`src/rtl/ysyx_2022040010_id_hazard_pkg.sv`:
```
// Shared widths, bus field positions and FSM encodings for the ID-stage
// bypass / load-use hazard unit.
package ysyx_2022040010_id_hazard_pkg;

    localparam int DATA_W  = 64;
    localparam int REG_AW  = 5;
    localparam int FWD_W   = 70;
    localparam int LOAD_W  = 7;

    // Forwarding bus: {we, waddr[4:0], wdata[63:0]}
    localparam int FWD_WE_BIT    = 69;
    localparam int FWD_WADDR_HI  = 68;
    localparam int FWD_WADDR_LO  = 64;
    localparam int FWD_WDATA_HI  = 63;
    localparam int FWD_WDATA_LO  = 0;

    // Load descriptor: {waddr[4:0], dram_we, dram_e}
    localparam int LD_WADDR_HI   = 6;
    localparam int LD_WADDR_LO   = 2;
    localparam int LD_DRAM_WE    = 1;
    localparam int LD_DRAM_E     = 0;

    typedef enum logic [1:0] {
        ST_IDLE = 2'd0,
        ST_WAIT = 2'd1,
        ST_HOLD = 2'd2
    } hazard_state_e;

    // A source hits a producer when it is read, is not x0, and the producer
    // writes the same register.
    function automatic logic src_match(input logic              re,
                                       input logic [REG_AW-1:0] addr,
                                       input logic              we,
                                       input logic [REG_AW-1:0] waddr);
        return re & (addr != '0) & we & (waddr == addr);
    endfunction

endpackage

```
`src/rtl/ysyx_2022040010_fwd_mux.sv`:
```
// Per-source operand select. Priority: held load data, EX, returning load
// data, EX->MEM (skipped while it carries a load), MEM->WB, regfile.
// x0 always reads as zero.
module ysyx_2022040010_fwd_mux
    import ysyx_2022040010_id_hazard_pkg::*;
(
    input  logic              rs_re,
    input  logic [REG_AW-1:0] rs_addr,
    input  logic [DATA_W-1:0] rf_rdata,
    input  logic [FWD_W-1:0]  ex_bus,
    input  logic              ex_is_load,
    input  logic [FWD_W-1:0]  e2m_bus,
    input  logic [FWD_W-1:0]  m2w_bus,
    input  logic              mem_load,
    input  logic [REG_AW-1:0] load_waddr,
    input  logic              mem_load_valid,
    input  logic [DATA_W-1:0] mem_load_data,
    input  logic              hold_active,
    input  logic [REG_AW-1:0] hold_waddr,
    input  logic [DATA_W-1:0] hold_data,
    output logic [DATA_W-1:0] data,
    output logic              ex_load_hazard,
    output logic              mem_load_hazard
);

    logic ex_hit;
    logic e2m_hit;
    logic m2w_hit;
    logic load_hit;
    logic hold_hit;

    // Match each producer against this source.
    always_comb begin
        ex_hit   = src_match(rs_re, rs_addr, ex_bus[FWD_WE_BIT],
                             ex_bus[FWD_WADDR_HI:FWD_WADDR_LO]);
        e2m_hit  = src_match(rs_re, rs_addr, e2m_bus[FWD_WE_BIT],
                             e2m_bus[FWD_WADDR_HI:FWD_WADDR_LO]) & ~mem_load;
        m2w_hit  = src_match(rs_re, rs_addr, m2w_bus[FWD_WE_BIT],
                             m2w_bus[FWD_WADDR_HI:FWD_WADDR_LO]);
        load_hit = src_match(rs_re, rs_addr, mem_load, load_waddr);
        hold_hit = src_match(rs_re, rs_addr, hold_active, hold_waddr);
    end

    // Priority select of the operand value.
    always_comb begin
        data = rf_rdata;
        if (rs_addr == '0)
            data = '0;
        else if (hold_hit)
            data = hold_data;
        else if (ex_hit)
            data = ex_bus[FWD_WDATA_HI:FWD_WDATA_LO];
        else if (load_hit && mem_load_valid)
            data = mem_load_data;
        else if (e2m_hit)
            data = e2m_bus[FWD_WDATA_HI:FWD_WDATA_LO];
        else if (m2w_hit)
            data = m2w_bus[FWD_WDATA_HI:FWD_WDATA_LO];
    end

    // Hazard flags reported to the FSM.
    always_comb begin
        ex_load_hazard  = ex_is_load & ex_hit;
        mem_load_hazard = load_hit;
    end

endmodule

```
`src/rtl/ysyx_2022040010_id_hazard.sv`:
```
// ID-stage operand bypass and load-use hazard unit.
// Optional feature: YSYX_HAZARD_PERF_EN adds perf_load_stall_cnt, a wrapping
// count of cycles with stallreq_for_load asserted (cleared by rst only).
//
// state   | meaning
// --------+-------------------------------------------------------------
// IDLE    | no load outstanding for ID; bypass from buses/regfile
// WAIT    | ID needs a MEM load whose data has not returned; stall
// HOLD    | load data captured while ID is held; forward it from hold reg
module ysyx_2022040010_id_hazard
    import ysyx_2022040010_id_hazard_pkg::*;
(
    input  logic              clk,
    input  logic              rst,
    input  logic [5:0]        stall,
    input  logic              flush,
    input  logic              rs1_re,
    input  logic              rs2_re,
    input  logic [REG_AW-1:0] rs1_addr,
    input  logic [REG_AW-1:0] rs2_addr,
    input  logic [DATA_W-1:0] rf_rdata1,
    input  logic [DATA_W-1:0] rf_rdata2,
    input  logic [FWD_W-1:0]  ex_fwd_bus,
    input  logic              ex_is_load,
    input  logic [FWD_W-1:0]  e2m_fwd_bus,
    input  logic [LOAD_W-1:0] e2m_load_info,
    input  logic [FWD_W-1:0]  m2w_fwd_bus,
    input  logic              mem_load_valid,
    input  logic [DATA_W-1:0] mem_load_data,
    output logic [DATA_W-1:0] src1_data,
    output logic [DATA_W-1:0] src2_data,
    output logic              stallreq_for_load
`ifdef YSYX_HAZARD_PERF_EN
   ,output logic [31:0]       perf_load_stall_cnt
`endif
);

    hazard_state_e     state;
    logic              hold_valid;
    logic [REG_AW-1:0] hold_waddr;
    logic [DATA_W-1:0] hold_data;

    logic              mem_load;
    logic [REG_AW-1:0] load_waddr;
    logic              hold_active;
    logic              id_held;
    logic              ex_haz1, ex_haz2;
    logic              mem_haz1, mem_haz2;
    logic              ex_hazard;
    logic              mem_hazard;

    // Only stall[2] matters here; the other stage bits are ignored.
    logic unused_stall_bits;
    assign unused_stall_bits = ^{stall[5:3], stall[1:0]};

    // Decode the load descriptor and the hold-forwarding enable.
    always_comb begin
        mem_load    = e2m_load_info[LD_DRAM_E] & ~e2m_load_info[LD_DRAM_WE];
        load_waddr  = e2m_load_info[LD_WADDR_HI:LD_WADDR_LO];
        hold_active = (state == ST_HOLD) & hold_valid;
        id_held     = stall[2];
    end

    ysyx_2022040010_fwd_mux u_fwd_src1 (
        .rs_re           (rs1_re),
        .rs_addr         (rs1_addr),
        .rf_rdata        (rf_rdata1),
        .ex_bus          (ex_fwd_bus),
        .ex_is_load      (ex_is_load),
        .e2m_bus         (e2m_fwd_bus),
        .m2w_bus         (m2w_fwd_bus),
        .mem_load        (mem_load),
        .load_waddr      (load_waddr),
        .mem_load_valid  (mem_load_valid),
        .mem_load_data   (mem_load_data),
        .hold_active     (hold_active),
        .hold_waddr      (hold_waddr),
        .hold_data       (hold_data),
        .data            (src1_data),
        .ex_load_hazard  (ex_haz1),
        .mem_load_hazard (mem_haz1)
    );

    ysyx_2022040010_fwd_mux u_fwd_src2 (
        .rs_re           (rs2_re),
        .rs_addr         (rs2_addr),
        .rf_rdata        (rf_rdata2),
        .ex_bus          (ex_fwd_bus),
        .ex_is_load      (ex_is_load),
        .e2m_bus         (e2m_fwd_bus),
        .m2w_bus         (m2w_fwd_bus),
        .mem_load        (mem_load),
        .load_waddr      (load_waddr),
        .mem_load_valid  (mem_load_valid),
        .mem_load_data   (mem_load_data),
        .hold_active     (hold_active),
        .hold_waddr      (hold_waddr),
        .hold_data       (hold_data),
        .data            (src2_data),
        .ex_load_hazard  (ex_haz2),
        .mem_load_hazard (mem_haz2)
    );

    // Stall request: EX load always stalls; MEM load stalls until data returns.
    always_comb begin
        ex_hazard         = ex_haz1 | ex_haz2;
        mem_hazard        = mem_haz1 | mem_haz2;
        stallreq_for_load = ex_hazard;
        case (state)
            ST_IDLE: stallreq_for_load = ex_hazard | (mem_hazard & ~mem_load_valid);
            ST_WAIT: stallreq_for_load = ex_hazard | ~mem_load_valid;
            default: stallreq_for_load = ex_hazard;
        endcase
    end

    // Load-use FSM and hold register; both sources share one capture.
    always_ff @(posedge clk) begin
        if (rst) begin
            state      <= ST_IDLE;
            hold_valid <= 1'b0;
            hold_waddr <= '0;
            hold_data  <= '0;
        end else if (flush) begin
            state      <= ST_IDLE;
            hold_valid <= 1'b0;
        end else begin
            case (state)
                ST_IDLE: begin
                    if (mem_hazard && mem_load_valid) begin
                        if (id_held) begin
                            state      <= ST_HOLD;
                            hold_valid <= 1'b1;
                            hold_waddr <= load_waddr;
                            hold_data  <= mem_load_data;
                        end
                    end else if (mem_hazard) begin
                        state <= ST_WAIT;
                    end
                end
                ST_WAIT: begin
                    if (mem_load_valid) begin
                        hold_valid <= id_held;
                        hold_waddr <= load_waddr;
                        hold_data  <= mem_load_data;
                        state      <= id_held ? ST_HOLD : ST_IDLE;
                    end
                end
                ST_HOLD: begin
                    if (!id_held) begin
                        state      <= ST_IDLE;
                        hold_valid <= 1'b0;
                    end
                end
                default: begin
                    state      <= ST_IDLE;
                    hold_valid <= 1'b0;
                end
            endcase
        end
    end

`ifdef YSYX_HAZARD_PERF_EN
    // Count load-stall cycles; flush does not clear it.
    always_ff @(posedge clk) begin
        if (rst)
            perf_load_stall_cnt <= '0;
        else if (stallreq_for_load)
            perf_load_stall_cnt <= perf_load_stall_cnt + 32'd1;
    end
`endif

endmodule

```
`config.mk`:
```
export PLATFORM = sky130hd
export DESIGN_NAME = ysyx_2022040010_id_hazard
export DESIGN_NICKNAME = d
export VERILOG_FILES = /design/src/rtl/ysyx_2022040010_id_hazard_pkg.sv /design/src/rtl/ysyx_2022040010_fwd_mux.sv /design/src/rtl/ysyx_2022040010_id_hazard.sv
export SDC_FILE = /design/constraint.sdc
export NUM_CORES = 1
export LEC_CHECK = 0
export BUFFER_PORTS_ARGS = -buffer_cell sky130_fd_sc_hd__buf_4
export CAP_MARGIN = 20
export CORE_AREA = 5 5 217 219
export CTS_BUF_LIST = sky130_fd_sc_hd__clkbuf_4 sky130_fd_sc_hd__clkbuf_8 sky130_fd_sc_hd__clkbuf_16
export CTS_CLUSTER_SIZE = 12
export DETAILED_ROUTE_END_ITERATION = 10
export DIE_AREA = 0 0 222 224
export HOLD_SLACK_MARGIN = 0.06
export PLACE_DENSITY = 0.49
export SLEW_MARGIN = 20
export SYNTH_ARGS = -nofsm -noshare
export SYNTH_HDL_FRONTEND = slang
export SYNTH_SLANG_ARGS = --single-unit
```
`constraint.sdc`:
```
create_clock -name clk -period 2.2 [get_ports clk]
set_input_delay 0 -clock clk [delete_from_list [all_inputs] [get_ports clk]]
set_output_delay 0 -clock clk [all_outputs]
set_load 0.02 [all_outputs]
```
==> results.toml <==
[cells_and_area]
n_fill_cell = 4690
mostFrequentLayoutCells = "buf_4, a211o_1, o22ai_1"
fin_area_mm2 = 0.0165
antenna_cells = 0
drive_gt1_share_pct = 44.5
nNetsFinal = 2234
area_delta_synth_final_pct = 92.2
mostFrequentLayoutCell = "buf_4"

[place]
hpwlAfterDp_mm = 41.3
gp_congestion = 0.902
post_dp_cell_area_mm2 = 0.0141
port_buffers = 555

[floorplan]
fp-row-count = 78
die_x_um = 222
die-area_mm2 = 0.0497
fp.dieH_um = 224
coreArea_mm2 = 0.0449
ios = 561
start_util_pct = 19.1

[timing]
finalHoldViolations = 0
setup_slack_ps = -157
finClkSkew_ps = 13.7
report.final.slew_viol_count = 0
slew_headroom_pct = 72.7
period_share_pct = 107
worstMarginPinSlew_ps = 406
tns_ps = -13230
fin_crit_ps = 2360
setup_violations = 128
rsz0062_at_grt = "yes"
max_freq_ghz = 0.424

[clock_network]
cts_buffer_depth = 2
clkTransAtPathRegs_ps = 70
insertion_delay_ps = 340
tritoncts = "yes"
root_buffer = "clkbuf_16"
h-tree-depth = 3
numClockSinks = 72
cts-buffers-inserted = 9

[detailed_routing]
ant_nets = 0
vias = 12900
vias_per_cell = 5.35
wl_per_cell_um = 25.2
firstDrtPassIters = 5
drtIter0Drc = 995
drcViolationCount = 0
routed_wl_mm = 60.7

[setup_path]
path_class = "reg2out"
crit_path_end_kind = "output port"
start_kind = "flop"
path_max_fanout = 16
arrival_ps = 2360
worstPathRequired_ps = 2200

[power]
p_total_w = 0.00516
switching_share_pct = 32.7
p_int_w = 0.00347
max-vdd-ir-drop_mv = 0.327
pwr-share-comb_pct = 45.4
leakage_nw = 7.86
powerDensity_mw_per_mm2 = 312
power_frac_seq_pct = 25.3
p_sw_w = 0.00169
power_frac_clock_pct = 29.2

[synthesis]
synth_area_leaders = "dfxtp_1, mux2i_1, a211o_1"
yosysTopAreaCellShare_pct = 16.8
synth.distinct_cells = 39
syn_area_per_cell_um2 = 7.40
postSynthCellCount = 1161
synth_seq_cells = 72
ys_async_sr_fraction_pct = 0
yosysSeqAreaShare_pct = 16.8
yosys.area.top_type = "dfxtp_1"
synth-edff-count = 0
ys_warn_count = 0
synth.net_count = 1593
synth_flop_cell = "dfxtp_1"
syn_area_mm2 = 0.00859

[global_routing]
grtUsageMet2_pct = 36.5
met3_usage_pct = 4.74
grt_overflow = 0
grt_max_degree = 59
grt_pass1_vias = 13100
grt_antenna_before_repair = 0
track_usage_pct = 21.2
top_usage_layer = "met2"
use_met1_pct = 26.9
grt_pass1_wl_mm = 83.0

[run]
maxCapViolations = 0

[outcome]
violations = "negative setup slack"
status = "complete, but fails checks"

[worst_hold_path]
hold_class = "in2reg"
-- kinds of logic (layout without fill, tap and decap cells) --
| group | after synthesis | after routing | share of synthesized area [%] |
|---|---|---|---|
| and+or+nand+nor | 299 | 299 | 15.1 |
| DFF | 72 | 72 | 16.8 |
| buffers and inverters | 139 | 783 | 7.78 |
| muxes | 128 | 128 | 14.9 |
| AOI/OAI and AO/OA | 473 | 473 | 40.3 |
| xor gates and xnor gates | 50 | 50 | 5.10 |
-- flip-flops by register name (all words and copies together) (netlist names) --
| name | flops |
|---|---|
| state | 2 |
| hold_data | 64 |
| hold_valid | 1 |
| hold_waddr | 5 |
-- final cells by class --
cell class | count | area (um2) | share of cell area [%]
repair buffers | 766 | 7080 | 42.9
multi-input cells | 950 | 6950 | 42.1
flip-flops and latches | 72 | 1450 | 8.75
well taps | 600 | 751 | 4.54
clock buffers | 14 | 282 | 1.70
inverters | 3 | 11.3 | 0.0682
-- timing repair --
action	in CTS	in global routing
cloned	5	10
endpoints found under the hold margin	72	0
hold buffers	75	0
resized for setup	129	99
setup endpoints to repair	128	128
setup buffers	10	10
pin swaps	6	21
-- power groups by stage --
stage	registers, W	logic (W)	clock network [W]
6_report	0.00131	0.00234	0.00151
5_1_grt	0.00130	0.00246	0.00162
4_1_cts	0.00131	0.00225	0.00158
3_5_place_dp	0.00134	0.00203	0
3_3_place_gp	0.00134	0.00203	0
2_1_floorplan	0.00133	0.000798	0
-- final timing paths --
check	startpoint	to	slack, ps	cells past startpoint
setup / recovery	hold_waddr[3]	src1_data[59]	-160	8
hold / removal	mem_load_valid	state[1]	120	5
setup reg to reg	state[1]	hold_data[30]	370	6
hold reg to reg	hold_waddr[1]	hold_waddr[1]	510	1
-- metal layers --
layer  vias to the layer above  share of wire, %
met1                      6228                41
met5                         -                 0
met2                       753                49
li1                       5770                 -
met3                       108               8.1
met4                         0               2.4
-- Yosys cell counts (all sizes together) (3+ instances only) --
| cell | instances |
|---|---|
| nand2b | 3 |
| a21oi | 36 |
| nand3 | 61 |
| nor3 | 5 |
| a22o | 69 |
| nor4 | 6 |
| a211o | 129 |
| nand2 | 99 |
| or4 | 4 |
| buf | 65 |
| o22ai | 128 |
| xor2 | 21 |
| clkbuf | 71 |
| a211oi | 64 |
| inv | 3 |
| nand4 | 7 |
| o21ai | 40 |
| mux2i | 128 |
| dfxtp | 72 |
| xnor2 | 29 |
| nor2 | 105 |
-- stage by stage --
stage                     setup slack, ps  cells  utilization, %  hold WS (ps)
final                                -157   2405            36.8           117
after global placement               -283   2284            31.4           226
after global routing                 -229   2405            36.8           123
after floorplan                      74.1   1161               -          76.8
after CTS                            -186   2388            35.4          74.5
after detailed placement             -297   2284            31.4           223
-- critical path: stages (launching register included) --
cell and delay (ps):
dfxtp_2 360, xor2_1 180, nor4_2 80, and4_4 210
or3_4 440, buf_12 200, a211o_1 260, o21ai_2 110
buf_6 150
Note: power is estimated with default switching activity, not from simulation.
